### src/rtl/branch_pkg.sv
// Shared branch-unit definitions: opcode patterns, address type and the
// branch-kind classification also used by decode.
package branch_pkg;

  localparam int IA_WIDTH = 12;

  typedef logic [IA_WIDTH-1:0] ia_t;

  // Opcode patterns, matched with casez (? bits are don't-care)
  localparam logic [6:0] OP_BNE  = 7'b1001???;
  localparam logic [6:0] OP_BEQ  = 7'b1010???;
  localparam logic [6:0] OP_J    = 7'b1100???;
  localparam logic [6:0] OP_CALL = 7'b1111011;
  localparam logic [6:0] OP_RET  = 7'b1111100;

  typedef enum logic [2:0] {
    BR_NONE,
    BR_COND,
    BR_JUMP,
    BR_CALL,
    BR_RET
  } br_kind_e;

  // Classify an opcode into the branch kind it represents
  function automatic br_kind_e decode_kind(input logic [6:0] op);
    br_kind_e kind;
    kind = BR_NONE;
    casez (op)
      OP_BNE:  kind = BR_COND;
      OP_BEQ:  kind = BR_COND;
      OP_J:    kind = BR_JUMP;
      OP_CALL: kind = BR_CALL;
      OP_RET:  kind = BR_RET;
      default: kind = BR_NONE;
    endcase
    return kind;
  endfunction

  // Taken decision for a conditional branch: BNE wants zero clear, BEQ set
  function automatic logic cond_taken(input logic [6:0] op, input logic zero);
    return (op[6:3] == 4'b1001) ? ~zero : zero;
  endfunction

endpackage

### src/rtl/branch_unit_ras_stack.sv
// Circular return-address LIFO. A push when full overwrites the oldest entry,
// which is exactly the slot the write pointer lands on after wrapping.
// The pop data is read combinationally so the popped address can be
// registered as the redirect target in the same cycle the RET is accepted.
module ras_stack #(
  parameter int W     = 12,
  parameter int DEPTH = 8
) (
  input  logic                     clk,
  input  logic                     rst,
  input  logic                     push_i,
  input  logic                     pop_i,
  input  logic [W-1:0]             push_data_i,
  output logic [W-1:0]             pop_data_o,
  output logic                     full_o,
  output logic                     empty_o,
  output logic [$clog2(DEPTH):0]   count_o
);

  localparam int PW = $clog2(DEPTH);
  localparam int CW = PW + 1;

  logic [W-1:0]  mem [DEPTH];
  logic [PW-1:0] ptr_q, ptr_d;     // next slot to write; top of stack is ptr_q-1
  logic [CW-1:0] count_q, count_d;

  assign full_o     = (count_q == CW'(DEPTH));
  assign empty_o    = (count_q == '0);
  assign count_o    = count_q;
  assign pop_data_o = mem[ptr_q - PW'(1)];

  // Pointer/occupancy update; push and pop are never requested together
  always_comb begin
    ptr_d   = ptr_q;
    count_d = count_q;
    if (push_i) begin
      ptr_d = ptr_q + PW'(1);
      if (!full_o) count_d = count_q + CW'(1);
    end else if (pop_i) begin
      ptr_d   = ptr_q - PW'(1);
      count_d = count_q - CW'(1);
    end
  end

  // Pointer and count registers
  always_ff @(posedge clk) begin
    if (rst) begin
      ptr_q   <= '0;
      count_q <= '0;
    end else begin
      ptr_q   <= ptr_d;
      count_q <= count_d;
    end
  end

  // Stack storage; contents are meaningless after reset so it is not cleared
  always_ff @(posedge clk) begin
    if (push_i) mem[ptr_q] <= push_data_i;
  end

endmodule

### src/rtl/branch_unit_ras.sv
// Branch resolution unit with return-address stack. Resolves BNE/BEQ/J and
// CALL/RET, issues a registered one-cycle restart pulse and squashes the one
// shadow instruction after each restart.
// Optional macro BRANCH_STATS_EN adds taken_count_o and call_depth_max_o.
module branch_unit_ras
  import branch_pkg::*;
#(
  parameter int IA_WIDTH  = 12,
  parameter int RAS_DEPTH = 8,
  parameter int CNT_WIDTH = 16
) (
  input  logic                         clk,
  input  logic                         rst,
  input  logic                         valid_i,
  input  logic [6:0]                   operation_i,
  input  logic                         alu_zero_i,
  input  logic [IA_WIDTH-1:0]          label1_i,
  input  logic [IA_WIDTH-1:0]          label2_i,
  input  logic [IA_WIDTH-1:0]          instr_addr_i,
  output logic                         restart_o,
  output logic [IA_WIDTH-1:0]          restart_addr_o,
  output logic [$clog2(RAS_DEPTH):0]   ras_count_o,
  output logic                         ras_overflow_o,
  output logic                         ras_underflow_o
`ifdef BRANCH_STATS_EN
  ,
  output logic [CNT_WIDTH-1:0]         taken_count_o,
  output logic [CNT_WIDTH-1:0]         call_depth_max_o
`endif
);

  localparam int CW = $clog2(RAS_DEPTH) + 1;

  logic                restart_q, restart_d;
  logic [IA_WIDTH-1:0] restart_addr_q, restart_addr_d;
  logic                squash_q, squash_d;
  logic                overflow_q, overflow_d;
  logic                underflow_q, underflow_d;

  logic                accept;
  br_kind_e            kind;
  logic [IA_WIDTH-1:0] normal_next;
  logic                push, pop;
  logic [IA_WIDTH-1:0] pop_data;
  logic                full, empty;
  logic [CW-1:0]       count;

  ras_stack #(
    .W     (IA_WIDTH),
    .DEPTH (RAS_DEPTH)
  ) u_ras (
    .clk         (clk),
    .rst         (rst),
    .push_i      (push),
    .pop_i       (pop),
    .push_data_i (normal_next),
    .pop_data_o  (pop_data),
    .full_o      (full),
    .empty_o     (empty),
    .count_o     (count)
  );

  assign accept      = valid_i && !squash_q;
  assign kind        = decode_kind(operation_i);
  assign normal_next = instr_addr_i + IA_WIDTH'(1);

  // Branch decision, stack requests and next-state of the registered outputs
  always_comb begin
    restart_d      = 1'b0;
    restart_addr_d = restart_addr_q;
    push           = 1'b0;
    pop            = 1'b0;
    overflow_d     = overflow_q;
    underflow_d    = underflow_q;
    if (accept) begin
      case (kind)
        BR_COND: begin
          if (cond_taken(operation_i, alu_zero_i)) begin
            restart_d      = 1'b1;
            restart_addr_d = label1_i;
          end
        end
        BR_JUMP: begin
          restart_d      = 1'b1;
          restart_addr_d = label1_i + label2_i;
        end
        BR_CALL: begin
          push           = 1'b1;
          restart_d      = 1'b1;
          restart_addr_d = label1_i;
          if (full) overflow_d = 1'b1;
        end
        BR_RET: begin
          if (!empty) begin
            pop            = 1'b1;
            restart_d      = 1'b1;
            restart_addr_d = pop_data;
          end else begin
            underflow_d = 1'b1;
          end
        end
        default: ;
      endcase
    end
    // The instruction right behind a restart is the shadow slot; kill it
    squash_d = restart_d;
  end

  // Output, squash and sticky-flag registers
  always_ff @(posedge clk) begin
    if (rst) begin
      restart_q      <= 1'b0;
      restart_addr_q <= '0;
      squash_q       <= 1'b0;
      overflow_q     <= 1'b0;
      underflow_q    <= 1'b0;
    end else begin
      restart_q      <= restart_d;
      restart_addr_q <= restart_addr_d;
      squash_q       <= squash_d;
      overflow_q     <= overflow_d;
      underflow_q    <= underflow_d;
    end
  end

  assign restart_o       = restart_q;
  assign restart_addr_o  = restart_addr_q;
  assign ras_count_o     = count;
  assign ras_overflow_o  = overflow_q;
  assign ras_underflow_o = underflow_q;

`ifdef BRANCH_STATS_EN
  logic [CNT_WIDTH-1:0] taken_count_q, taken_count_d;
  logic [CNT_WIDTH-1:0] depth_max_q, depth_max_d;
  logic [CW-1:0]        count_next;

  // Taken counter saturates; high-water mark tracks the occupancy being loaded
  always_comb begin
    if (push && !full) count_next = count + CW'(1);
    else if (pop)      count_next = count - CW'(1);
    else               count_next = count;
    taken_count_d = taken_count_q;
    if (restart_d && (taken_count_q != '1)) taken_count_d = taken_count_q + CNT_WIDTH'(1);
    depth_max_d = depth_max_q;
    if (CNT_WIDTH'(count_next) > depth_max_q) depth_max_d = CNT_WIDTH'(count_next);
  end

  // Statistics registers
  always_ff @(posedge clk) begin
    if (rst) begin
      taken_count_q <= '0;
      depth_max_q   <= '0;
    end else begin
      taken_count_q <= taken_count_d;
      depth_max_q   <= depth_max_d;
    end
  end

  assign taken_count_o    = taken_count_q;
  assign call_depth_max_o = depth_max_q;
`endif

endmodule

### config.mk
export PLATFORM = sky130hd
export DESIGN_NAME = branch_unit_ras
export DESIGN_NICKNAME = d
export VERILOG_FILES = /design/src/rtl/branch_pkg.sv /design/src/rtl/branch_unit_ras_stack.sv /design/src/rtl/branch_unit_ras.sv
export SDC_FILE = /design/constraint.sdc
export NUM_CORES = 1
export LEC_CHECK = 0
export CAP_MARGIN = 20
export CORE_ASPECT_RATIO = 0.9
export CORE_UTILIZATION = 56
export CTS_CLUSTER_DIAMETER = 30
export DETAILED_ROUTE_END_ITERATION = 8
export GPL_TIMING_DRIVEN = 0
export PLACE_DENSITY = 0.8
export REMOVE_ABC_BUFFERS = 1
export SETUP_SLACK_MARGIN = 0.02
export SYNTH_ARGS = -nofsm -noshare
export SYNTH_HDL_FRONTEND = slang
export SYNTH_SLANG_ARGS = --single-unit
### constraint.sdc
create_clock -name clk -period 3.6 [get_ports clk]
set_input_delay 0.72 -clock clk [delete_from_list [all_inputs] [get_ports clk]]
set_output_delay 0.72 -clock clk [all_outputs]
set_load 0.05 [all_outputs]
==> flow_summary.yaml <==
outcome:
  outcome: "completed"
timing:
  fmax_mhz: 292
  finClkSkew_ns: 0.00782
  hold_viol: 0
  finalSetupViolCount: 0
  rsz0062_at_grt: "false"
  finalCritPeriodShare: 0.950
  slew_violations: 0
  post-route-min-period_ns: 3.42
  slew_headroom: 0.339
  tightest_slew_ns: 0.991
clock_tree:
  clkSlewWorstSetupHoldPaths_ns: 0.06
  post_cts_buffers: 0
  cts-resized-gates: 0
  cts_root_buf: "clkbuf_16"
  hold_buffers: 0
  cts.htree.levels: 4
  cts_made_buffers: 17
  cts_buffer_depth: 2
  clock-sinks: 118
  clkLatencyLatePin_ns: 0.40
  cts_tree: "done"
floorplanning:
  core_area_um2: 9830
  die_width_um: 109
  top_level_ports: 66
  rows: 34
  dieArea_um2: 10700
  fp.dieH_um: 98.4
  initial_core_util: 0.588
route:
  routed_wl_um: 12900
  firstDrtPassIters: 4
  detail-route-antenna-nets: 0
  drc: 0
  drt-wirelength-per-cell_um: 20.8
  via_count: 3774
  first_iter_violations: 305
  viasPerCell: 6.06
hold_path:
  min_path_type: "reg -> reg"
  hold_path_end: "ras_overflow_o"
  min_path_cells: 2
  holdCritStartpoint: "ras_overflow_o"
placement:
  place_congestion: 0.855
  dp_hpwl_um: 8560
  io_buffers: 65
  dp.cells: 590
setup_path:
  endpoint_kind: "flop"
  path_class: "in -> reg"
  worstPathRequired_ns: 3.71
  r2r_end: "restart_addr_o[5]"
  critical_path_arrival_ns: 3.53
  critPathMaxFanout: 10
  crit_path_start_kind: "primary input"
  r2r_slack_ns: 0.67
  worstRegToRegCells: 9
  setup.worst_path.start: "operation_i[4]"
  r2r_start: "u_ras.ptr_q[0]"
layout:
  diodes: 0
  mostFrequentLayoutCell: "edfxtp_1"
  area_growth_pct: 25.7
  drive_above_1_share: 0.185
  finalNonFillerCells: 623
  final_util: 0.739
  nNetsFinal: 548
  final_cell_mix: "edfxtp_1, clkdlybuf4s50_1, nor2_1, a21oi_1, mux4_2"
global_route:
  antenna_found_initial: 0
  gr-usage-met2: 0.403
  grt_pass1_wl_um: 20000
  grt_usage: 0.259
  grt_max_degree: 27
  grt_util_met3: 0.0534
  globalRoute.busiestLayer: "met2"
  grt_pass1_vias: 3789
  met1_usage: 0.347
  grt_overflow: 0
logic_synthesis:
  ys_seq_elements: 118
  synth_cells: 407
  synth_async_sr_flop_share: 0
  yosysSeqAreaShare: 0.575
  ys_warn_count: 0
  synth.distinct_cells: 61
  synthFlopType: "edfxtp_1"
  syn_area_per_cell_um2: 14.2
  netlist_area_um2: 5780
  synth_edf_count: 96
power_and_ir_drop:
  ir_worst_vdd_mv: 0.318
  power_density_nw_per_um2: 478
  leakage_nw: 2.48
run:
  maxCapViolations: 0
[worst max path at each step]
stage / to / slack (ns)
floorplan: restart_addr_o[2] / 0.20
global placement: u_ras.mem[1][5] / -1.70
detailed placement: u_ras.mem[1][5] / -0.31
CTS: u_ras.mem[1][3] / 0.12
global route: u_ras.count_o[3] / 0.05
finish: u_ras.mem[0][6] / 0.18
[Yosys cell counts, types with 2 or more instances]
master	number	area share
a21oi_1	24	0.021
and4_1	2	0.0030
o21ai_0	6	0.0052
xor2_1	11	0.017
nand3_1	9	0.0078
edfxtp_1	96	0.50
nor2_1	26	0.017
a221oi_1	4	0.0061
mux2i_1	17	0.029
nand2_1	14	0.0091
a311oi_1	3	0.0045
nand2b_1	2	0.0022
nand4_1	6	0.0065
a22oi_1	5	0.0065
nor3_1	8	0.0069
a31oi_1	7	0.0076
xnor2_1	11	0.017
o211ai_1	6	0.0078
inv_1	7	0.0045
mux4_2	24	0.094
a21o_1	7	0.0091
nor4_1	5	0.0054
or2_2	2	0.0022
buf_1	2	0.0013
o21a_1	2	0.0026
buf_2	7	0.0061
and3_1	2	0.0022
a311oi_2	5	0.013
buf_6	5	0.0097
dfxtp_1	22	0.076
clkbuf_1	4	0.0026
a211oi_1	6	0.0078
nor4b_1	2	0.0030
ha_1	16	0.035
mux2_2	2	0.0039
and2_1	3	0.0032
buf_4	2	0.0026
nand3b_1	2	0.0026
[cells by family (layout without fill, tap and decap cells)]
family	after synthesis	count (layout)	share of synthesized area
DFF	118	118	0.575
buffers and inverters	29	119	0.0292
and+or+nand+nor	94	94	0.0905
muxes	43	43	0.127
adders and majority gates	17	17	0.0381
xor gates and xnor gates	22	22	0.0333
AOI/OAI and AO/OA	84	84	0.107
[final cells by class]
class                   count  area, µm²
well taps                 126        158
multi-input cells         260       2340
repair buffers             79        818
flip-flops and latches    118       3320
clock buffers              19        433
fillers                   661       2560
inverters                   8       30.0
clock inverters            13        156
[sequential cells by signal, summed over array words and instances (netlist names)]
register,flops
u_ras.mem,96
ras_underflow_o,1
u_ras.ptr_q,3
ras_overflow_o,1
squash_q,1
restart_addr_o,12
u_ras.count_o,4
[stage by stage]
| step | total power, mW | instance area (µm²) | TNS [ns] | setup slack [ns] | hold WS [ns] |
|---|---|---|---|---|---|
| after floorplan | 1.69 | 5640 | 0 | 0.200 | 0.541 |
| after global placement | 1.80 | 6450 | -109.14 | -1.70 | 0.454 |
| after detailed placement | 1.81 | 6640 | -3.06 | -0.313 | 0.463 |
| after CTS | 3.48 | 7230 | 0 | 0.124 | 0.476 |
| after global routing | 3.57 | 7260 | 0 | 0.0499 | 0.511 |
| final | 3.47 | 7260 | 0 | 0.179 | 0.484 |
[routing by layer]
layer	wire [µm]	part of all wire
met5	0	0
met4	118	0.0091
met3	751	0.058
met2	6310	0.49
met1	5750	0.44
[where the power goes]
part,switching (mW),internal (mW),total [mW]
logic,0.164,0.130,0.295
registers,0.00492,1.49,1.49
clock network,0.594,1.08,1.68
[critical path, stage by stage]
cell and delay [ns]:
clkdlybuf4s50_1 0.72, nand4_2 0.30, nor3_4 0.40, clkinv_1 0.39
nor4_2 0.56, buf_4 0.27, buf_4 0.17
(Power assumes the default switching activity.)
